[config.mk]
export PLATFORM = sky130hd
export DESIGN_NAME = pe_switch_reader
export DESIGN_NICKNAME = d
export VERILOG_FILES = /design/src/rtl/pe_switch_reader.sv
export SDC_FILE = /design/constraint.sdc
export NUM_CORES = 1
export LEC_CHECK = 0
export BUFFER_PORTS_ARGS = -buffer_cell sky130_fd_sc_hd__buf_2
export CORE_UTILIZATION = 36
export CTS_BUF_LIST = sky130_fd_sc_hd__clkbuf_8
export CTS_CLUSTER_SIZE = 24
export DETAILED_ROUTE_END_ITERATION = 6
export PLACE_DENSITY_LB_ADDON = 0.25
export SYNTH_ARGS = -nofsm -noshare
export SYNTH_HDL_FRONTEND = slang
export SYNTH_SLANG_ARGS = --single-unit
[constraint.sdc]
create_clock -name clk -period 12.1 [get_ports clk]
set_input_delay 2.42 -clock clk [delete_from_list [all_inputs] [get_ports clk]]
set_output_delay 2.42 -clock clk [all_outputs]
set_load 0.01 [all_outputs]
[src/rtl/pe_switch_reader.sv]
`default_nettype none
// ============================================================================
// Module   : pe_switch_reader
// Purpose  : Memory-mapped input peripheral. It samples 24 board switches and
//            5 push-buttons through a 2-flop synchroniser and group debounce,
//            and keeps sticky press-event flags for the buttons. The flags are
//            cleared when the button register is read. Read data is
//            registered, and is driven to zero when this block is not
//            selected so that the bridge can OR it with other peripherals.
// Ports    : clk   - system clock
//            rst   - asynchronous active-high reset
//            addr  - 12-bit peripheral byte address
//            ren   - single-cycle read strobe
//            sw    - raw switch pins (asynchronous)
//            btn   - raw button pins (asynchronous, 1 = pressed)
//            rdata - registered read data, valid the cycle after ren
//            irq   - OR of button event flags (only with SW_IRQ_EN)
// Options  : `define SW_IRQ_EN adds the registered irq output.
// Revision : 1.0 - initial release
// ============================================================================
module pe_switch_reader #(
    parameter logic [11:0] SW_ADDR   = 12'h070,
    parameter logic [11:0] BTN_ADDR  = 12'h078,
    parameter int          DB_CYCLES = 50000,  // 2..65535
    parameter int          DB_CNT_W  = 16      // 2**DB_CNT_W > DB_CYCLES
) (
    input  logic        clk,
    input  logic        rst,
    input  logic [11:0] addr,
    input  logic        ren,
    input  logic [23:0] sw,
    input  logic [4:0]  btn,
    output logic [31:0] rdata
`ifdef SW_IRQ_EN
    ,
    output logic        irq
`endif
);

    localparam logic [DB_CNT_W-1:0] c_db_last = DB_CNT_W'(DB_CYCLES - 1);
    localparam logic [DB_CNT_W-1:0] c_one     = DB_CNT_W'(1);

    // Synchroniser stages
    logic [23:0] sw_m_q, sw_s_q;
    logic [4:0]  btn_m_q, btn_s_q;

    // Debounce state
    logic [23:0]         sw_stable_q, sw_stable_d;
    logic [4:0]          btn_stable_q, btn_stable_d;
    logic [DB_CNT_W-1:0] sw_cnt_q, sw_cnt_d;
    logic [DB_CNT_W-1:0] btn_cnt_q, btn_cnt_d;

    // Events and read port
    logic [4:0]  btn_evt_q, btn_evt_d;
    logic [31:0] rdata_q, rdata_d;
    logic        btn_clr;

    // Group debounce: any difference between synced and stable value keeps
    // the counter running, even if the synced value changes again mid-count.
    // Only a full return to match clears it.
    always_comb begin
        sw_stable_d = sw_stable_q;
        sw_cnt_d    = '0;
        if (sw_s_q != sw_stable_q) begin
            if (sw_cnt_q == c_db_last) begin
                sw_stable_d = sw_s_q;
            end else begin
                sw_cnt_d = sw_cnt_q + c_one;
            end
        end
    end

    always_comb begin
        btn_stable_d = btn_stable_q;
        btn_cnt_d    = '0;
        if (btn_s_q != btn_stable_q) begin
            if (btn_cnt_q == c_db_last) begin
                btn_stable_d = btn_s_q;
            end else begin
                btn_cnt_d = btn_cnt_q + c_one;
            end
        end
    end

    // A button-register read clears all flags, but a rising edge of the
    // debounced button on the same clock sets its flag anyway (set wins).
    assign btn_clr = ren && (addr == BTN_ADDR);

    always_comb begin
        btn_evt_d = (btn_evt_q & ~{5{btn_clr}}) | (btn_stable_d & ~btn_stable_q);
    end

    // Read mux uses pre-edge stable/event values.
    always_comb begin
        rdata_d = '0;
        if (ren) begin
            if (addr == SW_ADDR) begin
                rdata_d = {8'h00, sw_stable_q};
            end else if (addr == BTN_ADDR) begin
                rdata_d = {19'h0, btn_evt_q, 3'b000, btn_stable_q};
            end
        end
    end

    always_ff @(posedge clk or posedge rst) begin
        if (rst) begin
            sw_m_q       <= '0;
            sw_s_q       <= '0;
            btn_m_q      <= '0;
            btn_s_q      <= '0;
            sw_stable_q  <= '0;
            btn_stable_q <= '0;
            sw_cnt_q     <= '0;
            btn_cnt_q    <= '0;
            btn_evt_q    <= '0;
            rdata_q      <= '0;
        end else begin
            sw_m_q       <= sw;
            sw_s_q       <= sw_m_q;
            btn_m_q      <= btn;
            btn_s_q      <= btn_m_q;
            sw_stable_q  <= sw_stable_d;
            btn_stable_q <= btn_stable_d;
            sw_cnt_q     <= sw_cnt_d;
            btn_cnt_q    <= btn_cnt_d;
            btn_evt_q    <= btn_evt_d;
            rdata_q      <= rdata_d;
        end
    end

    assign rdata = rdata_q;

`ifdef SW_IRQ_EN
    // Registered from the flag register: rises one cycle after a flag sets
    // and falls one cycle after a clearing read.
    logic irq_q, irq_d;

    always_comb begin
        irq_d = |btn_evt_q;
    end

    always_ff @(posedge clk or posedge rst) begin
        if (rst) begin
            irq_q <= 1'b0;
        end else begin
            irq_q <= irq_d;
        end
    end

    assign irq = irq_q;
`endif

endmodule
`default_nettype wire

==> impl_metrics.py <==
metrics = {
    "yosys": {
        "synthArstFlopShare": 1.00,
        "synth.most_common_cell": "dfrtp_1",
        "ys_seq_area_frac": 0.662,
        "synth_edf_count": 0,
        "synthAdderAreaFrac": 0.00447,
        "synthFlopType": "dfrtp_1",
        "synth-compound-area-share": 0.0242,
        "ys_seq_elements": 148,
        "synth.avg_cell_area_um2": 13.8,
        "yosysUniqueCellTypes": 35,
        "synth_top_family_by_area": "simple AND/OR/NAND/NOR gates",
        "synth_commonest_cells": "148 x dfrtp_1, 40 x nor2_1, 33 x xor2_1",
        "ys_warn_count": 0,
        "synthSimpleGateAreaFrac": 0.118,
        "synth.area.mux_share": 0.0718,
        "synth_cells": 406,
        "synth_xor_xnor_area_share": 0.0877,
        "syn_area_mm2": 0.00560,
        "synth.area.top_cells": "dfrtp_1 66%, mux2_4 5.4%, xor2_1 5.2%",
        "synth_largest_area_cell": "dfrtp_1",
        "synth_top_area_frac": 0.662,
    },
    "min_path": {
        "worstHoldEndpoint": "sw_s_q[13]",
        "hold_depth": 0,
        "hold_start": "sw_m_q[13]",
        "hp-class": "flip-flop to flip-flop",
    },
    "setup_path": {
        "r2r-end": "sw_stable_q[19]",
        "endpoint_kind": "flip-flop",
        "r2r-start": "sw_cnt_q[11]",
        "crit_chain": "buf_2 > or4b_1 > nor3_1 > and2_1 > a22o_1",
        "slowest_delay_ns": 0.58,
        "cp_slowest_cell": "or4b_1",
        "path_max_fanout": 10,
        "criticalPathCategory": "input port to flip-flop",
        "path_buf_inv": 1,
        "reg2reg_slack_ns": 9.41,
        "worstRegToRegCells": 5,
        "cp-start-kind": "input port",
        "arrival_ns": 4.00,
        "cp_top_family": "simple AND/OR/NAND/NOR gates",
        "required_ns": 12.48,
    },
    "clocking": {
        "cts_root_buf": "clkbuf_8",
        "cts_max_path_buffers": 2,
        "path_clk_slew_ns": 0.08,
        "cts_hold_buf": 0,
        "post_cts_buffers": 0,
        "ctsResizeCount": 0,
        "clock_latency_ns": 0.44,
        "cts_sinks": 148,
        "cts_tree": "yes",
        "numCtsBuffers": 17,
        "h-tree-depth": 4,
    },
    "global_routing": {
        "grt_max_degree": 96,
        "grt_pass1_vias": 3280,
        "track_usage": 0.137,
        "antenna_found_initial": 0,
        "grt_first_pass_wirelength_um": 16400,
        "grt_overflow_total": 0,
    },
    "power_and_ir_drop": {
        "p_per_area_mw_per_mm2": 150,
        "peakVddDrop_mv": 0.0683,
        "total_leakage_power_uw": 0.00317,
    },
    "floorplanning": {
        "die-area_mm2": 0.0160,
        "die_h_um": 127,
        "die_x_um": 127,
        "fp-row-count": 45,
        "ios": 76,
        "start_util": 0.368,
        "core_mm2": 0.0152,
    },
    "sta": {
        "relSlewSlack": 0.444,
        "fin_setup_tns_ns": 0,
        "hold_violations": 0,
        "period_needed_ns": 3.62,
        "slew_viol_final": 0,
        "finalSetupViolCount": 0,
        "finClkSkew_ns": 0.0111,
        "fin_hold_ws_ns": 0.353,
        "min_period_over_period": 0.299,
        "rsz0062_at_grt": "false",
        "max_freq_ghz": 0.277,
        "tightest_slew_ns": 0.834,
    },
    "routing": {
        "dr_total_vias": 3118,
        "detail_route.wirelength_um": 9780,
        "dr.pass1.iters": 4,
        "drt_iter0_drc": 173,
        "wire_per_inst_um": 14.2,
        "viasPerCell": 4.54,
        "drtAntennaViolNets": 0,
        "drc": 0,
    },
    "finish": {
        "diodes": 0,
        "num-fill-cells": 1434,
        "drive_gt1_frac": 0.275,
        "final_area_mm2": 0.00651,
        "syn_to_final_growth_pct": 16.3,
        "nets": 533,
    },
    "place": {
        "io_buffers": 67,
        "globalplace.congestion": 0.724,
        "dpl_cell_area_mm2": 0.00610,
        "dpl.hpwl_um": 6530,
    },
    "run": {
        "drv_cap": 0,
    },
    "run_status": {
        "status": "complete, no violations",
    },
}
## cell usage in the layout (no fill, tap or decap), types with 2 or more instances in the layout
cell | synthesis | final
a22o_1 | 10 | 10
and2_1 | 14 | 14
and3_1 | 4 | 4
buf_2 | 3 | 67
buf_4 | 8 | 5
bufinv_16 | 0 | 3
clkbuf_8 | 0 | 17
clkinv_4 | 0 | 2
clkinvlp_4 | 0 | 4
conb_1 | 1 | 8
dfrtp_1 | 148 | 148
ha_1 | 2 | 2
inv_1 | 10 | 9
inv_6 | 0 | 5
mux2_2 | 9 | 9
mux2_4 | 20 | 20
nand2_1 | 15 | 15
nand2b_1 | 7 | 7
nand3_1 | 11 | 11
nand4_1 | 5 | 5
nor2_1 | 40 | 40
nor3_1 | 10 | 10
nor4_1 | 8 | 8
nor4_2 | 2 | 2
o21ai_0 | 6 | 6
or3_1 | 2 | 2
xnor2_1 | 23 | 23
xor2_1 | 33 | 33
## final cells by class
class	instances	area [µm²]	area share
tap	188	235	0.0361
clock buffer	17	234	0.0359
multi-input combinational	238	1740	0.268
clock inverter	14	178	0.0273
timing repair buffer	72	373	0.0573
sequential	148	3700	0.569
inverter	10	42.5	0.00654
## flip-flops by register name, indices dropped and copies added (netlist names)
name          cells
rdata            24
btn_s_q           5
btn_cnt_q        16
btn_m_q           5
btn_stable_q      5
sw_m_q           24
sw_s_q           24
sw_stable_q      24
btn_evt_q         5
sw_cnt_q         16
## metrics by stage
| step | worst slack, ns | instances | utilization | power [µW] |
|---|---|---|---|---|
| final | 8.48 | 687 | 0.428 | 976 |
| after global routing | 8.38 | 687 | 0.428 | 1020 |
| after CTS | 8.49 | 687 | 0.428 | 991 |
| after detailed placement | 8.02 | 656 | 0.401 | 589 |
| after global placement | 8.05 | 656 | 0.401 | 587 |
| after floorplan | 5.70 | 413 | - | 572 |
## routing by layer
metal  global-route usage  share of wire  up-vias
met3               0.0485          0.045       11
met1                0.171           0.46     1551
met5                    0              0        -
met4               0.0567          0.011        0
met2                0.215           0.49       61
li1                     -              -     1495
## how the worst max path moves through the flow
| stage | cells past startpoint | startpoint | endpoint | slack (ns) |
|---|---|---|---|---|
| 2_1_floorplan | 1 | rst | btn_cnt_q[0] | 5.70 |
| 3_3_place_gp | 5 | addr[1] | rdata[11] | 8.05 |
| 3_5_place_dp | 5 | addr[1] | rdata[9] | 8.02 |
| 4_1_cts | 5 | addr[1] | rdata[11] | 8.49 |
| 5_1_grt | 5 | addr[1] | rdata[11] | 8.38 |
| 6_report | 5 | addr[1] | rdata[12] | 8.48 |
## logic make-up after synthesis
| group | count (synthesis) |
|---|---|
| other | 1 |
| adder cells (fa/ha/maj) | 2 |
| AND/OR/NAND/NOR | 125 |
| AO/OA/AOI/OAI | 18 |
| buffers and inverters | 27 |
| flip-flops | 148 |
| multiplexers | 29 |
| XOR/XNOR | 56 |
## power breakdown
part / internal [µW] / total, µW / switching, µW
sequential: 515 / 532 / 16.6
combinational: 20.0 / 46.8 / 26.8
clock: 205 / 397 / 192
total: 740 / 976 / 236
Power figures use the tool's default switching activity.
